===== config.mk =====
export PLATFORM = sky130hd
export DESIGN_NAME = note_step_sequencer_flat
export DESIGN_NICKNAME = d
export VERILOG_FILES = /design/src/rtl/note_step_sequencer_pkg.sv /design/src/rtl/note_step_sequencer_if.sv /design/src/rtl/note_step_sequencer_pattern_ram.sv /design/src/rtl/note_step_sequencer.sv /design/src/flat_wrapper.sv
export SDC_FILE = /design/constraint.sdc
export NUM_CORES = 1
export LEC_CHECK = 0
export ABC_CLOCK_PERIOD_IN_PS = 3500
export BUFFER_PORTS_ARGS = -buffer_cell sky130_fd_sc_hd__buf_2
export CAP_MARGIN = 5
export CORE_MARGIN = 3
export CORE_UTILIZATION = 45
export CTS_CLUSTER_DIAMETER = 30
export DETAILED_ROUTE_END_ITERATION = 6
export HOLD_SLACK_MARGIN = 0.12
export PLACE_DENSITY = 0.63
export REMOVE_ABC_BUFFERS = 1
export SYNTH_ARGS = -nofsm -noshare
export SYNTH_HDL_FRONTEND = slang
export SYNTH_SLANG_ARGS = --single-unit

===== constraint.sdc =====
create_clock -name clk -period 3.5 [get_ports clk]
set_input_delay 0.175 -clock clk [delete_from_list [all_inputs] [get_ports clk]]
set_output_delay 0.175 -clock clk [all_outputs]
set_load 0.01 [all_outputs]

===== src/rtl/note_step_sequencer_pkg.sv =====
// Shared types and constants for the note step sequencer: FSM states,
// rest threshold and the octave-7 tone half-period table.
package synth_pkg;

  typedef enum logic [1:0] {
    ST_IDLE  = 2'd0,
    ST_FETCH = 2'd1,
    ST_PLAY  = 2'd2,
    ST_PAUSE = 2'd3
  } state_t;

  // Semitone codes at or above this value are rests.
  localparam logic [3:0] NOTE_REST = 4'd12;

  // Pattern entry meaning "rest, no tie"; also the cleared pattern value.
  localparam logic [7:0] REST_ENTRY = 8'h0F;

  // Octave-7 half-periods at 100 MHz, C7 .. B7.
  localparam logic [15:0] BASE_PERIOD [0:11] = '{
    16'd23889, 16'd22548, 16'd21283, 16'd20088, 16'd18961, 16'd17897,
    16'd16892, 16'd15944, 16'd15049, 16'd14205, 16'd13407, 16'd12655
  };

  // Tone divider period word for a note: the octave-7 base scaled by 2^(7-oct).
  function automatic logic [31:0] note_period(input logic [2:0] oct, input logic [3:0] semi);
    logic [31:0] base;
    base = 32'd0;
    if (semi < NOTE_REST) begin
      base = {16'd0, BASE_PERIOD[semi]};
    end else begin
      base = 32'd0;
    end
    return base << (3'd7 - oct);
  endfunction

endpackage


===== src/rtl/note_step_sequencer_if.sv =====
// Control, pattern-write and tone-output bundle of the note step sequencer.
// master = user/control side, slave = sequencer.
interface note_step_sequencer_if #(parameter int AW = 4);
  logic          start;
  logic          stop;
  logic          pause;
  logic          loop_en;
  logic [AW-1:0] len;
  logic          step_tick;
  logic          wr_en;
  logic [AW-1:0] wr_addr;
  logic [7:0]    wr_data;
  logic [31:0]   tone_num;
  logic          tone_rst_n;
  logic          gate;
  logic [AW-1:0] cur_step;
  logic          busy;
  logic          done;

  modport master (
    output start, stop, pause, loop_en, len, step_tick, wr_en, wr_addr, wr_data,
    input  tone_num, tone_rst_n, gate, cur_step, busy, done
  );

  modport slave (
    input  start, stop, pause, loop_en, len, step_tick, wr_en, wr_addr, wr_data,
    output tone_num, tone_rst_n, gate, cur_step, busy, done
  );
endinterface


===== src/rtl/note_step_sequencer_pattern_ram.sv =====
// Note pattern storage: STEPS x 8 registers, one write port and one
// registered read port. A same-edge write to the read address returns the
// old contents, because both use the pre-edge array value.
module pattern_ram
  import synth_pkg::*;
#(
  parameter int STEPS = 16,
  parameter int AW    = 4
) (
  input  logic          clk,
  input  logic          rst_n,
  input  logic          wr_en,
  input  logic [AW-1:0] wr_addr,
  input  logic [7:0]    wr_data,
  input  logic [AW-1:0] rd_addr,
  output logic [7:0]    rd_data
);

  logic [7:0] mem_r [STEPS];
  logic [7:0] rd_data_r;

  // Pattern write and registered read; reset clears every entry to a rest.
  always_ff @(posedge clk) begin
    if (!rst_n) begin
      for (int i = 0; i < STEPS; i++) begin
        mem_r[i] <= REST_ENTRY;
      end
      rd_data_r <= REST_ENTRY;
    end else begin
      if (wr_en) begin
        mem_r[wr_addr] <= wr_data;
      end
      rd_data_r <= mem_r[rd_addr];
    end
  end

  assign rd_data = rd_data_r;

endmodule


===== src/rtl/note_step_sequencer.sv =====
// Note step sequencer: walks the programmed pattern one step per step_tick
// and drives the tone divider's period word, phase restart and note gate.
module note_step_sequencer
  import synth_pkg::*;
#(
  parameter int STEPS = 16,
  parameter int AW    = 4
) (
  input logic                 clk,
  input logic                 rst_n,
  note_step_sequencer_if.slave bus
);

  state_t        state_r, state_s;
  logic [AW-1:0] cur_step_r, cur_step_s;
  logic [31:0]   tone_num_r, tone_num_s;
  logic          tone_rst_n_r, tone_rst_n_s;
  logic          gate_r, gate_s;
  logic          done_r, done_s;
  logic          busy_r, busy_s;
  logic [6:0]    note_r, note_s;   // {oct, semi} of the step now held
  logic          rest_r, rest_s;   // held step is a rest (or no step yet)

  logic [7:0]    rd_data_s;
  logic          fetch_rest_s;
  logic          fetch_tie_s;
  logic [31:0]   fetch_period_s;

  // The RAM is addressed with the next step index so the entry is already
  // registered by the time the FETCH cycle ends.
  pattern_ram #(.STEPS(STEPS), .AW(AW)) u_pattern_ram (
    .clk     (clk),
    .rst_n   (rst_n),
    .wr_en   (bus.wr_en),
    .wr_addr (bus.wr_addr),
    .wr_data (bus.wr_data),
    .rd_addr (cur_step_s),
    .rd_data (rd_data_s)
  );

  assign fetch_rest_s   = (rd_data_s[3:0] >= NOTE_REST);
  assign fetch_tie_s    = rd_data_s[7] && !rest_r && (rd_data_s[6:0] == note_r);
  assign fetch_period_s = note_period(rd_data_s[6:4], rd_data_s[3:0]);

  // Next-state and next-output logic; stop overrides every state.
  always_comb begin
    state_s      = state_r;
    cur_step_s   = cur_step_r;
    tone_num_s   = tone_num_r;
    tone_rst_n_s = 1'b1;
    gate_s       = gate_r;
    done_s       = 1'b0;
    note_s       = note_r;
    rest_s       = rest_r;
    if (bus.stop) begin
      state_s    = ST_IDLE;
      cur_step_s = {AW{1'b0}};
      gate_s     = 1'b0;
    end else begin
      case (state_r)
        ST_IDLE: begin
          if (bus.start) begin
            state_s    = ST_FETCH;
            cur_step_s = {AW{1'b0}};
            rest_s     = 1'b1;   // nothing sounding yet, so step 0 cannot tie
          end else begin
            state_s = ST_IDLE;
          end
        end
        ST_FETCH: begin
          state_s      = ST_PLAY;
          note_s       = rd_data_s[6:0];
          rest_s       = fetch_rest_s;
          gate_s       = !fetch_rest_s;
          tone_rst_n_s = fetch_tie_s;
          if (!fetch_rest_s) begin
            tone_num_s = fetch_period_s;
          end else begin
            tone_num_s = tone_num_r;
          end
        end
        ST_PLAY: begin
          if (bus.pause) begin
            state_s = ST_PAUSE;
            gate_s  = 1'b0;
          end else if (bus.step_tick) begin
            if (cur_step_r < bus.len) begin
              state_s    = ST_FETCH;
              cur_step_s = cur_step_r + {{(AW-1){1'b0}}, 1'b1};
            end else if (bus.loop_en) begin
              state_s    = ST_FETCH;
              cur_step_s = {AW{1'b0}};
            end else begin
              state_s    = ST_IDLE;
              cur_step_s = {AW{1'b0}};
              gate_s     = 1'b0;
              done_s     = 1'b1;
            end
          end else begin
            state_s = ST_PLAY;
          end
        end
        ST_PAUSE: begin
          if (bus.pause || bus.start) begin
            state_s      = ST_PLAY;
            gate_s       = !rest_r;
            tone_rst_n_s = 1'b0;
          end else begin
            state_s = ST_PAUSE;
          end
        end
        default: begin
          state_s    = ST_IDLE;
          cur_step_s = {AW{1'b0}};
          gate_s     = 1'b0;
        end
      endcase
    end
    busy_s = (state_s != ST_IDLE);
  end

  // State and output registers with synchronous active-low reset.
  always_ff @(posedge clk) begin
    if (!rst_n) begin
      state_r      <= ST_IDLE;
      cur_step_r   <= {AW{1'b0}};
      tone_num_r   <= 32'd0;
      tone_rst_n_r <= 1'b1;
      gate_r       <= 1'b0;
      done_r       <= 1'b0;
      busy_r       <= 1'b0;
      note_r       <= 7'd0;
      rest_r       <= 1'b1;
    end else begin
      state_r      <= state_s;
      cur_step_r   <= cur_step_s;
      tone_num_r   <= tone_num_s;
      tone_rst_n_r <= tone_rst_n_s;
      gate_r       <= gate_s;
      done_r       <= done_s;
      busy_r       <= busy_s;
      note_r       <= note_s;
      rest_r       <= rest_s;
    end
  end

  assign bus.tone_num   = tone_num_r;
  assign bus.tone_rst_n = tone_rst_n_r;
  assign bus.gate       = gate_r;
  assign bus.cur_step   = cur_step_r;
  assign bus.busy       = busy_r;
  assign bus.done       = done_r;

endmodule


===== src/flat_wrapper.sv =====
// flat-port wrapper written by rule: the top's interface ports become plain ports
module note_step_sequencer_flat import synth_pkg::*;
#(
  parameter int STEPS = 16,
  parameter int AW    = 4
)
  (clk, rst_n, bus_start, bus_stop, bus_pause, bus_loop_en, bus_len, bus_step_tick, bus_wr_en, bus_wr_addr, bus_wr_data, bus_tone_num, bus_tone_rst_n, bus_gate, bus_cur_step, bus_busy, bus_done);
  note_step_sequencer_if #(.AW(AW)) bus_i ();
  input logic clk;
  input logic rst_n;
  input wire logic [$bits(bus_i.start)-1:0] bus_start;
  input wire logic [$bits(bus_i.stop)-1:0] bus_stop;
  input wire logic [$bits(bus_i.pause)-1:0] bus_pause;
  input wire logic [$bits(bus_i.loop_en)-1:0] bus_loop_en;
  input wire logic [$bits(bus_i.len)-1:0] bus_len;
  input wire logic [$bits(bus_i.step_tick)-1:0] bus_step_tick;
  input wire logic [$bits(bus_i.wr_en)-1:0] bus_wr_en;
  input wire logic [$bits(bus_i.wr_addr)-1:0] bus_wr_addr;
  input wire logic [$bits(bus_i.wr_data)-1:0] bus_wr_data;
  output wire logic [$bits(bus_i.tone_num)-1:0] bus_tone_num;
  output wire logic [$bits(bus_i.tone_rst_n)-1:0] bus_tone_rst_n;
  output wire logic [$bits(bus_i.gate)-1:0] bus_gate;
  output wire logic [$bits(bus_i.cur_step)-1:0] bus_cur_step;
  output wire logic [$bits(bus_i.busy)-1:0] bus_busy;
  output wire logic [$bits(bus_i.done)-1:0] bus_done;
  assign bus_i.start = bus_start;
  assign bus_i.stop = bus_stop;
  assign bus_i.pause = bus_pause;
  assign bus_i.loop_en = bus_loop_en;
  assign bus_i.len = bus_len;
  assign bus_i.step_tick = bus_step_tick;
  assign bus_i.wr_en = bus_wr_en;
  assign bus_i.wr_addr = bus_wr_addr;
  assign bus_i.wr_data = bus_wr_data;
  assign bus_tone_num = bus_i.tone_num;
  assign bus_tone_rst_n = bus_i.tone_rst_n;
  assign bus_gate = bus_i.gate;
  assign bus_cur_step = bus_i.cur_step;
  assign bus_busy = bus_i.busy;
  assign bus_done = bus_i.done;
  note_step_sequencer #(.STEPS(STEPS), .AW(AW)) u_core (.clk(clk), .rst_n(rst_n), .bus(bus_i));
endmodule

Yosys cells after proc, flatten, opt, wreduce, memory -nomap -nowiden
Memories as Yosys holds them, arrays and structs flattened. A register that Yosys moved wholly into a read port is not among the register bits.
Cells that the tools add are included.
{"block": "totals", "elab_cells": 85, "output_inout_bits": 40, "regBits": 50, "rom_bits": 256, "n_memories": 2, "ramBits": 128, "input_bits": 24}
{"name": "(no name shown)", "depth": 16, "width": 16, "rd": 1, "rd_ports_with_merged_regs": 0, "wr": 0, "line_no": "note_step_sequencer_pkg.sv:29", "rtl": "base = {16'd0, BASE_PERIOD[semi]};"}
{"name": "u_core.u_pattern_ram.mem_r", "depth": 16, "width": 8, "rd": 1, "rd_ports_with_merged_regs": 1, "wr": 16, "line_no": "note_step_sequencer_pattern_ram.sv:19", "rtl": "logic [7:0] mem_r [STEPS];"}
{"block": "op_classes", "mux": 35, "n_reduce_logical": 17, "n_shift": 1, "add_sub_neg": 2, "order_cmp": 4, "bitwise_logic": 6, "eq_ne": 9}
{"op": "2-to-1 mux 16 bit", "n": 3}
{"op": "<< shifter 16 x 3 -> 32 bit", "n": 1}
{"op": "2-to-1 mux 4 bit", "n": 6}
{"op": "2-to-1 mux 1 bit", "n": 16}
{"op": "inequality test 3 bit (second input constant)", "n": 3}
{"op": "2-to-1 mux 2 bit", "n": 4}
{"op": "2-to-1 mux 8 bit", "n": 1}
{"op": "case mux 2 bit (4 select lines)", "n": 1}
{"op": "case mux 4 bit (2 select lines)", "n": 1}
{"op": "OR reduction 8 bit", "n": 1}
{"op": "equality test 7 bit", "n": 1}
{"op": "AND reduction 3 bit", "n": 2}
{"op": "OR reduction 6 bit", "n": 1}
{"op": ">= comparator 5 bit (second input constant)", "n": 1}
{"op": "NOT 1 bit", "n": 5}
{"op": "NOT 4 -> 5 bit", "n": 1}
{"op": "AND reduction 5 bit", "n": 1}
{"op": "adder 4 x 1 -> 4 bit (second input constant)", "n": 1}
{"op": "equality test 2 bit (second input constant)", "n": 2}
{"op": ">= comparator 4 bit (second input constant)", "n": 1}
{"op": "less-than comparator 4 bit", "n": 1}
{"op": "less-than comparator 4 bit (second input constant)", "n": 1}
{"op": "case mux 1 bit (2 select lines)", "n": 2}
{"op": "nonzero test 2 bit", "n": 2}
{"op": "other kinds (12)", "n": 15}

Longest topological paths before layout
{"block": "depth", "depth_word": 7, "depth_mapped": 11}

Hierarchy
A second synthesis with hierarchy kept.
{"block": "hier_totals", "cells_unflattened": 817, "hier_area_um2": 9161.3}
{"mod": "pattern_ram", "cells_per_inst": 440, "seq_area_each_um2": 4003.8, "instances": 1, "area_each_um2": 6273.5}
{"mod": "note_step_sequencer", "cells_per_inst": 377, "seq_area_each_um2": 800.8, "instances": 1, "area_each_um2": 2887.8}

Worst setup path before layout
Ideal clock, no wire load.
{"block": "synth_path", "kind": "register -> register", "from": "register u_core.cur_step_r[3], in the netlist u_core.bus.cur_step[3]", "to": "register u_core.u_pattern_ram.rd_data_r[4], in the netlist u_core.u_pattern_ram.rd_data[4] (read register of u_core.u_pattern_ram.mem_r)", "arrival_time_ns": 2.394, "t_required_ns": 3.380, "stages_incl_launch_ff": 10, "slack_ns": 0.986, "path_cell_list": "dfxtp_1 ha_1 a211oi_1 o211ai_2 a21oi_2 buf_6 buf_4 mux4_2 a22oi_1 nand2_1"}
{"block": "synth_via", "elab_chain_len": 6, "elab_cells_between_ends": 8}
{"item": "start, declared", "line_no": "note_step_sequencer.sv:15", "rtl": "logic [AW-1:0] cur_step_r, cur_step_s;"}
{"item": "start signal, assigned", "line_no": "note_step_sequencer.sv:126", "rtl": "cur_step_r <= {AW{1'b0}};"}
{"item": "start signal, assigned", "line_no": "note_step_sequencer.sv:136", "rtl": "cur_step_r <= cur_step_s;"}
{"item": "adder 4 x 1 -> 4 bit / less-than comparator 4 bit (equally long branches)", "line_no": "note_step_sequencer.sv:89, note_step_sequencer.sv:87"}
{"item": "2-to-1 mux 4 bit", "line_no": "note_step_sequencer.sv:87", "rtl": "if (cur_step_r < bus.len) begin"}
{"item": "2-to-1 mux 4 bit", "line_no": "note_step_sequencer.sv:86", "rtl": "end else if (bus.step_tick) begin"}
{"item": "2-to-1 mux 4 bit", "line_no": "note_step_sequencer.sv:83", "rtl": "if (bus.pause) begin"}
{"item": "case mux 4 bit (2 select lines) (*)", "line_no": "note_step_sequencer.sv:60", "rtl": "case (state_r)"}
{"item": "2-to-1 mux 4 bit (*)", "line_no": "note_step_sequencer.sv:55", "rtl": "if (bus.stop) begin"}
{"item": "end, declared", "line_no": "note_step_sequencer_pattern_ram.sv:20", "rtl": "logic [7:0] rd_data_r;"}
Every way passes the cells marked *; elsewhere a longest branch is shown, timed or not.
A chain may end at the register's enable or synchronous reset.

Final worst setup path
{"block": "layout_path", "from": "register u_core.cur_step_r[3], in the netlist u_core.bus.cur_step[3]", "to": "register u_core.u_pattern_ram.rd_data_r[7], in the netlist u_core.u_pattern_ram.rd_data[7] (read register of u_core.u_pattern_ram.mem_r)"}
The elaborated chain is that of the path after synthesis.

==> impl_metrics.xml <==
<?xml version="1.0" encoding="UTF-8"?>
<metrics>
  <group name="die">
    <metric name="floorplan.die_area" unit="mm²">0.0216</metric>
    <metric name="design.portCount" unit="">64</metric>
    <metric name="chipWidth" unit="µm">147</metric>
    <metric name="placeableCoreArea" unit="mm²">0.0191</metric>
    <metric name="die_y" unit="µm">147</metric>
    <metric name="rows" unit="">50</metric>
    <metric name="initial_utilization" unit="">0.468</metric>
  </group>
  <group name="sta">
    <metric name="post-route-min-period" unit="ps">3030</metric>
    <metric name="fin_worst_skew" unit="ps">8.15</metric>
    <metric name="timing.final.setup_violations" unit="">0</metric>
    <metric name="headroom_to_the_max_slew_limit" unit="">0.248</metric>
    <metric name="fin_ws" unit="ps">465</metric>
    <metric name="final.period_utilization" unit="">0.867</metric>
    <metric name="report.final.slew_viol_count" unit="">0</metric>
    <metric name="max_freq" unit="GHz">0.330</metric>
    <metric name="final-hold-violation-count" unit="">0</metric>
    <metric name="timing_worst_slew_pin_value" unit="ps">1120</metric>
    <metric name="worst_hold_slack" unit="ps">146</metric>
    <metric name="rsz0062_at_grt" unit="">false</metric>
  </group>
  <group name="placed_design">
    <metric name="dp_worst_setup_slack" unit="ps">493</metric>
    <metric name="port_buffers" unit="">53</metric>
    <metric name="gpl.final_weighted_congestion" unit="">0.877</metric>
    <metric name="dpl.hpwl" unit="µm">15000</metric>
  </group>
  <group name="critical_path">
    <metric name="start_kind" unit="">flip-flop</metric>
    <metric name="worstPathRequired" unit="ps">3820</metric>
    <metric name="worstSetupEndpointType" unit="">flip-flop</metric>
    <metric name="cp-endpoint" unit="">u_core.u_pattern_ram.rd_data[7]</metric>
    <metric name="critical_path.startpoint" unit="">u_core.bus.cur_step[3]</metric>
    <metric name="worst_r2r_endpoint" unit="">u_core.u_pattern_ram.rd_data[7]</metric>
    <metric name="cp_max_fo" unit="">12</metric>
    <metric name="minimum_setup_slack_among_reg_to_reg_paths" unit="ps">470</metric>
    <metric name="worst_r2r_startpoint" unit="">u_core.bus.cur_step[3]</metric>
    <metric name="timing.critical_path.arrival" unit="ps">3350</metric>
    <metric name="reg2regPathDepth" unit="">7</metric>
    <metric name="path_class" unit="">reg -&gt; reg</metric>
  </group>
  <group name="flow_run">
    <metric name="max-cap-violations" unit="">0</metric>
  </group>
  <group name="synth">
    <metric name="avgSynthCellArea" unit="µm²">11.2</metric>
    <metric name="syn-instance-count" unit="">797</metric>
    <metric name="synth-seq-cells" unit="">176</metric>
    <metric name="yosys.cell_types.count" unit="">69</metric>
    <metric name="yosysMostFrequentCell" unit="">sky130_fd_sc_hd__edfxtp_1</metric>
    <metric name="synth_top_area_share" unit="">0.429</metric>
    <metric name="post_synth_most_frequent_cells" unit="">sky130_fd_sc_hd__edfxtp_1, sky130_fd_sc_hd__and2_1, sky130_fd_sc_hd__nand2_1, sky130_fd_sc_hd__nor2_1, sky130_fd_sc_hd__or3_1</metric>
    <metric name="syn_area" unit="mm²">0.00896</metric>
    <metric name="synth_sequential_area_ratio" unit="">0.536</metric>
    <metric name="synth-warning-count" unit="">0</metric>
    <metric name="synth_area_leaders" unit="">sky130_fd_sc_hd__edfxtp_1, sky130_fd_sc_hd__dfxtp_1, sky130_fd_sc_hd__mux4_2</metric>
    <metric name="yosys_most_used_dff" unit="">sky130_fd_sc_hd__edfxtp_1</metric>
    <metric name="synth-async-reset-ratio" unit="">0</metric>
    <metric name="synth.largest_area_cell" unit="">sky130_fd_sc_hd__edfxtp_1</metric>
    <metric name="synth_edf_count" unit="">128</metric>
  </group>
  <group name="clock_tree">
    <metric name="ctsLongestPathBuffers" unit="">2</metric>
    <metric name="cts.sinks" unit="">176</metric>
    <metric name="cts-buffers-inserted" unit="">17</metric>
    <metric name="clk-insertion-delay-late" unit="ps">430</metric>
    <metric name="h-tree-depth" unit="">4</metric>
    <metric name="cts_setup_buffers" unit="">0</metric>
    <metric name="cts_resized" unit="">0</metric>
    <metric name="tritoncts" unit="">yes</metric>
    <metric name="cts.reportedPaths.clkPinSlew" unit="ps">60</metric>
    <metric name="root_buffer" unit="">sky130_fd_sc_hd__clkbuf_16</metric>
  </group>
  <group name="route">
    <metric name="starting_drt_drc_count" unit="">449</metric>
    <metric name="vias_per_cell" unit="">5.74</metric>
    <metric name="finalWirelength" unit="µm">21400</metric>
    <metric name="antenna_violating_nets_post_route" unit="">0</metric>
    <metric name="num_vias" unit="">6370</metric>
    <metric name="routedWlPerCell" unit="µm">19.3</metric>
    <metric name="first_pass_iters" unit="">5</metric>
    <metric name="drt_drc_violations_left" unit="">0</metric>
  </group>
  <group name="global_routing">
    <metric name="globalRouteMet1Util" unit="">0.265</metric>
    <metric name="global_route_wire_length_before_repair" unit="µm">34500</metric>
    <metric name="grt.busiest_layer" unit="">met2</metric>
    <metric name="grt.met2_usage" unit="">0.347</metric>
    <metric name="overflow" unit="">0</metric>
    <metric name="first_global_vias" unit="">6352</metric>
    <metric name="antenna_found_initial" unit="">0</metric>
    <metric name="grt_use_met3" unit="">0.0401</metric>
    <metric name="grt_start_max_net_pins" unit="">30</metric>
    <metric name="grt_util_all_layers" unit="">0.205</metric>
  </group>
  <group name="finish">
    <metric name="final_net_count" unit="">871</metric>
    <metric name="layout-area-overhead-vs-synth" unit="%">12.5</metric>
    <metric name="share_of_post_route_cells_with_drive_strength_above_1" unit="">0.179</metric>
    <metric name="n_antenna_cell" unit="">0</metric>
  </group>
  <group name="pwr">
    <metric name="powerDensity" unit="mW/mm²">458</metric>
    <metric name="post-layout-total-power" unit="mW">4.61</metric>
    <metric name="cellLeakagePower" unit="nW">3.62</metric>
    <metric name="ir_worst_vdd" unit="V">0.000457</metric>
  </group>
  <group name="worst_hold_path">
    <metric name="hold_class" unit="">in -&gt; reg</metric>
  </group>
  <group name="status">
    <metric name="outcome" unit="">completed</metric>
  </group>
</metrics>
[metal layers]
metal  vias up  part of all wire
li1       2999                 -
met1      3135              0.43
met2       201              0.50
met3        35             0.051
met4         0             0.020
met5         -                 0
[state kept, by name, summed over array words and instances (netlist names)]
register / flops
u_core.bus.gate: 1
u_core.bus.cur_step: 4
u_core.u_pattern_ram.mem_r: 128
u_core.state_r: 2
u_core.u_pattern_ram.rd_data: 8
u_core.bus.tone_rst_n: 1
u_core.note_r: 7
u_core.bus.tone_num: 22
u_core.bus.done: 1
u_core.bus.busy: 1
u_core.rest_r: 1
[area by class of cell]
| type | count | area (µm²) |
|---|---|---|
| Sequential cell | 176 | 4800 |
| Tap cell | 260 | 325 |
| Multi-Input combinational cell | 545 | 3810 |
| Timing Repair Buffer | 84 | 515 |
| Clock buffer | 18 | 429 |
| Clock inverter | 12 | 138 |
| Fill cell | 1670 | 9070 |
| Inverter | 14 | 52.6 |
[cells in the final DEF (no fill, tap or decap), types with 31 or more instances in the layout]
master	netlist	layout
sky130_fd_sc_hd__o21ai_0	36	36
sky130_fd_sc_hd__nand2_1	59	59
sky130_fd_sc_hd__edfxtp_1	128	128
sky130_fd_sc_hd__nor2_1	53	53
sky130_fd_sc_hd__nand2b_1	31	31
sky130_fd_sc_hd__buf_2	7	53
sky130_fd_sc_hd__dfxtp_1	48	48
sky130_fd_sc_hd__or3_1	50	50
sky130_fd_sc_hd__a21oi_1	34	33
sky130_fd_sc_hd__and2_1	65	65
[per-stage QoR]
stage               TNS [ps]  std cells  cell area [µm²]   util
detailed placement         0       1077             9490  0.496
finish                     0       1109            10100  0.526
global placement           0       1077             9490  0.496
global route               0       1109            10100  0.526
CTS                        0       1109            10100  0.526
floorplan              -2130        735             8660      -
[kinds of logic after synthesis]
group,Yosys count,share of synthesized area
AO/OA/AOI/OAI,145,0.108
XOR/XNOR,11,0.0108
adder cells (fa/ha/maj),10,0.0137
buffers and inverters,85,0.0433
flip-flops,176,0.536
multiplexers,55,0.0985
other,1,0.000419
AND/OR/NAND/NOR,314,0.189
[what timing repair did]
item	in CTS	in global routing
hold endpoints to repair	2	0
hold buffers	2	0
endpoints found under the setup margin	0	0
[critical path, cell delays in order, from the launching register on]
cell                       delay, ps
sky130_fd_sc_hd__dfxtp_1         430
sky130_fd_sc_hd__ha_1            300
sky130_fd_sc_hd__a211oi_1        290
sky130_fd_sc_hd__o211ai_2        200
sky130_fd_sc_hd__a21oi_4         600
sky130_fd_sc_hd__mux4_2          600
sky130_fd_sc_hd__a22o_1          240
sky130_fd_sc_hd__a221o_1         250
[power breakdown]
| group | switching (mW) | internal [mW] | total [mW] |
|---|---|---|---|
| logic | 0.233 | 0.143 | 0.376 |
| registers | 0.0656 | 2.33 | 2.40 |
| clock network | 0.791 | 1.05 | 1.84 |
[how the worst min path moves through the flow]
stage / startpoint / end / slack (ps) / depth (start not counted)
detailed placement: bus_loop_en / u_core.bus.done / 380 / 2
floorplan: rst_n / u_core.rest_r / 250 / 1
global placement: bus_loop_en / u_core.bus.done / 400 / 2
global route: bus_start / u_core.state_r[0] / 170 / 3
finish: bus_start / u_core.state_r[0] / 150 / 3
CTS: bus_start / u_core.state_r[0] / 140 / 3
(Power assumes the default switching activity.)
